$ cat config.mk
export PLATFORM = sky130hd
export DESIGN_NAME = enemy_row_march
export DESIGN_NICKNAME = d
export VERILOG_FILES = /design/src/rtl/enemy_row_march.sv
export SDC_FILE = /design/constraint.sdc
export NUM_CORES = 1
export LEC_CHECK = 0
export ABC_AREA = 1
export CAP_MARGIN = 20
export CELL_PAD_IN_SITES_DETAIL_PLACEMENT = 0
export CELL_PAD_IN_SITES_GLOBAL_PLACEMENT = 2
export CORE_ASPECT_RATIO = 2
export CORE_MARGIN = 5
export CORE_UTILIZATION = 17
export DETAILED_ROUTE_END_ITERATION = 10
export PLACE_DENSITY_LB_ADDON = 0.1
export SETUP_SLACK_MARGIN = 0.5
export SYNTH_ARGS = -nofsm -noshare
export SYNTH_HDL_FRONTEND = slang
export SYNTH_SLANG_ARGS = --single-unit
$ cat constraint.sdc
create_clock -name i_Clk -period 2.7 [get_ports i_Clk]
set_clock_uncertainty 0.2 [all_clocks]
set_input_delay 0.27 -clock i_Clk [delete_from_list [all_inputs] [get_ports i_Clk]]
set_output_delay 0.27 -clock i_Clk [all_outputs]
set_load 0.05 [all_outputs]
$ cat src/rtl/enemy_row_march.sv
// Registered mover for one row of the enemy formation.
// Tracks row origin, march FSM, alive mask and step-rate counter.
module enemy_row_march #(
  parameter int ENEMY_COUNT = 8,
  parameter int X_W         = 10,
  parameter int Y_W         = 9,
  parameter int X_START     = 64,
  parameter int Y_START     = 48,
  parameter int X_SPACING   = 32,
  parameter int STEP_X      = 8,
  parameter int STEP_Y      = 16,
  parameter int X_MIN       = 16,
  parameter int X_MAX       = 600,
  parameter int Y_LIMIT     = 400,
  parameter logic [X_W+Y_W-1:0] NONE = '1
) (
  input  logic                             i_Clk,
  input  logic                             i_Rst,
  input  logic                             i_Start,
  input  logic                             i_FrameTick,
  input  logic [3:0]                       i_Period,
  input  logic [ENEMY_COUNT-1:0]           i_Kill,
  output logic [ENEMY_COUNT*(X_W+Y_W)-1:0] o_EnemyPosition,
  output logic [ENEMY_COUNT-1:0]           o_AliveMask,
  output logic                             o_Direction,
  output logic                             o_AllDead,
  output logic                             o_Landed
);

  localparam int PW = X_W + Y_W;
  localparam int IW = (ENEMY_COUNT > 1) ? $clog2(ENEMY_COUNT) : 1;

  typedef enum logic [2:0] {
    IDLE, RIGHT, LEFT, DROP, LANDED, CLEARED
  } state_t;

  typedef logic [X_W:0] xw_t;
  typedef logic [Y_W:0] yw_t;

  state_t                 state, state_n;
  logic [X_W-1:0]         ox, ox_n;
  logic [Y_W-1:0]         oy, oy_n;
  logic                   dir, dir_n;
  logic [3:0]             cnt, cnt_n;
  logic [ENEMY_COUNT-1:0] alive, alive_n;
  logic [IW-1:0]          lo, hi;
  xw_t                    right_x, left_x;
  yw_t                    new_y;
  logic                   right_edge, left_edge, land;

  // Outermost alive enemies bound the row for the edge test.
  always_comb begin
    lo = '0;
    hi = '0;
    for (int k = ENEMY_COUNT - 1; k >= 0; k--)
      if (alive[k]) lo = IW'(k);
    for (int k = 0; k < ENEMY_COUNT; k++)
      if (alive[k]) hi = IW'(k);
  end

  assign right_x = xw_t'(ox) + xw_t'(hi) * xw_t'(X_SPACING)
                 + xw_t'(STEP_X);
  assign left_x  = xw_t'(ox) + xw_t'(lo) * xw_t'(X_SPACING);
  assign right_edge = right_x > xw_t'(X_MAX);
  assign left_edge  = left_x < xw_t'(X_MIN + STEP_X);
  assign new_y = yw_t'(oy) + yw_t'(STEP_Y);
  assign land  = new_y >= yw_t'(Y_LIMIT);

  always_comb begin
    state_n = state;
    ox_n    = ox;
    oy_n    = oy;
    dir_n   = dir;
    cnt_n   = cnt;
    alive_n = alive & ~i_Kill;
    if (i_Start) begin
      state_n = RIGHT;
      ox_n    = X_W'(X_START);
      oy_n    = Y_W'(Y_START);
      dir_n   = 1'b1;
      cnt_n   = '0;
      alive_n = '1;
    end else if (alive == '0 && state != LANDED) begin
      state_n = CLEARED;
    end else begin
      unique case (state)
        RIGHT, LEFT: begin
          if (i_FrameTick) begin
            if (cnt == i_Period) begin
              cnt_n = '0;
              if (state == RIGHT) begin
                if (right_edge) state_n = DROP;
                else ox_n = ox + X_W'(STEP_X);
              end else begin
                if (left_edge) state_n = DROP;
                else ox_n = ox - X_W'(STEP_X);
              end
            end else begin
              cnt_n = cnt + 4'd1;
            end
          end
        end
        DROP: begin
          oy_n  = new_y[Y_W-1:0];
          dir_n = ~dir;
          if (land) state_n = LANDED;
          else if (dir) state_n = LEFT;
          else state_n = RIGHT;
        end
        default: ;
      endcase
    end
  end

  always_ff @(posedge i_Clk) begin
    if (i_Rst) begin
      state <= IDLE;
      ox    <= X_W'(X_START);
      oy    <= Y_W'(Y_START);
      dir   <= 1'b1;
      cnt   <= '0;
      alive <= '1;
    end else begin
      state <= state_n;
      ox    <= ox_n;
      oy    <= oy_n;
      dir   <= dir_n;
      cnt   <= cnt_n;
      alive <= alive_n;
    end
  end

  for (genvar k = 0; k < ENEMY_COUNT; k++) begin : g_pos
    assign o_EnemyPosition[k*PW +: PW] = alive[k]
      ? {ox + X_W'(k * X_SPACING), oy} : NONE;
  end

  assign o_AliveMask = alive;
  assign o_Direction = dir;
  assign o_AllDead   = (state == CLEARED);
  assign o_Landed    = (state == LANDED);

endmodule

==> results_dict.tcl <==
set metrics [dict create \
    path_class "register to register" \
    fp.coreArea_mm2 0.0183 \
    vias 3760 \
    min_from "oy[7]" \
    yosysWarnings 0 \
    multi_input_area_mm2 0.00216 \
    die_area_mm2 0.0216 \
    use_met2_pct 28.8 \
    critPathMaxFanout 3 \
    yosysTopAreaCell "dfxtp_1" \
    wire_per_inst_um 18.0 \
    utilization_pct 30.7 \
    synthDistinctLibCells 40 \
    grt_pass1_wl_um 23100 \
    cts_sinks 28 \
    drt_pass1_iterations 4 \
    maxCapViolCount 0 \
    share_seq_of_total_power_pct 26.4 \
    status "completed" \
    synth_top_area_share_pct 17.7 \
    synthTopCellsByCount "146 x nand2_1, 48 x buf_4, 39 x inv_1, 33 x o21ai_0, 32 x nand3_1" \
    ir_drop_v 0.000239 \
    grt_max_degree 17 \
    finalInstanceArea_mm2 0.00561 \
    pin_count 179 \
    cts_tree "yes" \
    timing.slew.headroom_pct 63.0 \
    drc_errors 0 \
    ys_async_sr_fraction_pct 0 \
    power.share.clock_pct 26.7 \
    internal_power_w 0.000910 \
    cp_data_arrival_time_ps 2590 \
    grt_pass1_vias 3760 \
    syn_nets 536 \
    yosysSeqAreaShare_pct 17.7 \
    area_delta_synth_final_pct 77.7 \
    dr.first_iter.drc_count 126 \
    nets 704 \
    setup_viol_count_final 0 \
    path_clk_slew_ps 80 \
    r2r_start "o_AliveMask[6]" \
    initial_core_util_pct 17.3 \
    netSwitchingPower_w 0.000710 \
    pwr-share-comb_pct 46.9 \
    hold_slack_ps 320 \
    drive_gt1_share_pct 27.2 \
    netlist_area_mm2 0.00316 \
    fill_cells 2009 \
    diodes 0 \
    worstSetupStartpoint "o_AliveMask[6]" \
    cp-end-kind "register" \
    cp-start-kind "register" \
    die_w_um 106 \
    viasPerCell 4.29 \
    cts_buffers 3 \
    grt_busiest_layer "met2" \
    ff2ff_path_depth 15 \
    slew_violations 0 \
    holdPathStages 2 \
    instances_no_fill 877 \
    yosysMostFrequentCell "nand2_1" \
    use_met1_pct 13.8 \
    port_buffers 178 \
    swShare_pct 43.8 \
    max-clock-path-buffers 2 \
    finalCritPeriodShare_pct 95.7 \
    grt_overflow 0 \
    dp_hpwl_um 13100 \
    rsz0062_at_grt "yes" \
    hold_path.class "register to register" \
    tightest_slew_ps 557 \
    dpl_cell_area_mm2 0.00524 \
    netlist_instances 494 \
    power_leakage_nw 2.84 \
    seq_area_um2 597 \
    finalSetupTns_ps 0 \
    gp_congestion 0.840 \
    insertion_delay_ps 270 \
    fin_crit_ps 2580 \
    hold_violations 0 \
    p_per_area_mw_per_mm2 289 \
    synth_edf_count 0 \
    timing.fmax_mhz 387 \
    die_h_um 203 \
    rows 70 \
    cts-root-buf "clkbuf_16" \
    met3_usage_pct 2.04 \
    postRouteAntennaNets 0 \
    cp.required_ps 2700 \
    synth_ff_type "dfxtp_1" \
    antenna_found_initial 0 \
    syn_area_per_cell_um2 6.39 \
    dp.cells 862 \
    h-tree-depth 1 \
    yosys-top-cells-area "dfxtp_1 18%, nand2_1 17%, buf_4 11%, ha_1 9.5%, o21ai_0 5.2%" \
    finalWirelength_um 15800 \
    ys_ff_latch 28 \
    track_usage_pct 14.2 \
]
==> path summary, 6_finish.rpt <==
path         slack [ps]  endpoint
min reg2reg         320     oy[8]
min                 320     oy[8]
max reg2reg         120  state[1]
max                 120  state[1]
==> layout by cell type (no fill, tap or decap), types with 5 or more instances in the layout <==
master           Yosys  layout
nand2_1            146     145
dlygate4sd2_1        0      69
buf_4               48      53
clkdlybuf4s50_1      0      51
inv_1               39      31
nand3_1             32      31
o21ai_0             33      25
a21oi_1             28      21
nor2_1              23      18
dfxtp_1             28      17
buf_12               0      17
ha_1                24      16
inv_2               11      12
dlymetal6s2s_1       0      10
xor2_1               9       9
dfxtp_4              0       9
a21oi_2              1       8
clkdlybuf4s15_2      0       8
clkinv_1             6       6
o21ai_2              1       6
ha_4                 0       6
inv_4                1       5
nand2_2              5       5
clkbuf_16            0       5
==> registers in the layout, summed over array words and instances (netlist names) <==
name	cells
state	3
o_AliveMask	8
o_Direction	1
oy	5
cnt	4
ox	7
==> critical path, stage by stage (launching register included) <==
cell      delay (ps)
dfxtp_4          360
clkinv_4          50
a21oi_2           40
o21ai_1          110
nand2_1           80
a21oi_2          140
ha_2             200
inv_2             40
fa_1             470
nand3b_1          80
nor2_1           120
nand2_2          110
a21oi_2          140
o21ai_2           80
o21bai_1         160
a21oi_1          150
==> cells by family (layout without fill, tap and decap cells) <==
logic type | after synthesis | in the layout | share of synthesized area, %
and+or+nand+nor | 238 | 239 | 35.7
AOI/OAI and AO/OA | 71 | 71 | 12.3
xor gates and xnor gates | 13 | 13 | 3.61
DFF | 28 | 28 | 17.7
buffers and inverters | 118 | 284 | 19.8
adders and majority gates | 26 | 26 | 10.8
==> per-stage QoR <==
step	power, W	setup slack [ps]
after global routing	0.00170	-41.0
after floorplan	0.000959	-34.4
after global placement	0.00123	-13.0
after detailed placement	0.00123	-15.3
after CTS	0.00166	108
final	0.00162	117
==> final cells by class <==
class | instances | area share (%)
clock buffers | 4 | 1.78
inverters | 57 | 4.26
multi-input cells | 349 | 38.5
flip-flops and latches | 28 | 10.6
well taps | 216 | 4.81
repair buffers | 223 | 40.1
==> layer usage <==
metal	wire length, µm	up-vias
met2	9100	132
met4	581	0
met1	5410	1727
li1	-	1876
met5	0	-
met3	712	25
==> power by group through the flow <==
| stage | clock (W) | combinational (W) | sequential, W |
|---|---|---|---|
| after floorplan | 0 | 0.000496 | 0.000463 |
| after global placement | 0 | 0.000786 | 0.000444 |
| after detailed placement | 0 | 0.000784 | 0.000444 |
| after CTS | 0.000462 | 0.000769 | 0.000430 |
| after global routing | 0.000471 | 0.000795 | 0.000430 |
| final | 0.000433 | 0.000759 | 0.000428 |
==> repair_timing <==
action	in CTS	in global routing
buffers inserted	5	5
pin swaps	10	7
hold buffers	0	0
endpoints found under the setup margin	117	40
cloned	1	0
resized for setup	147	41
No activity file was read; power rests on OpenSTA's default activity.
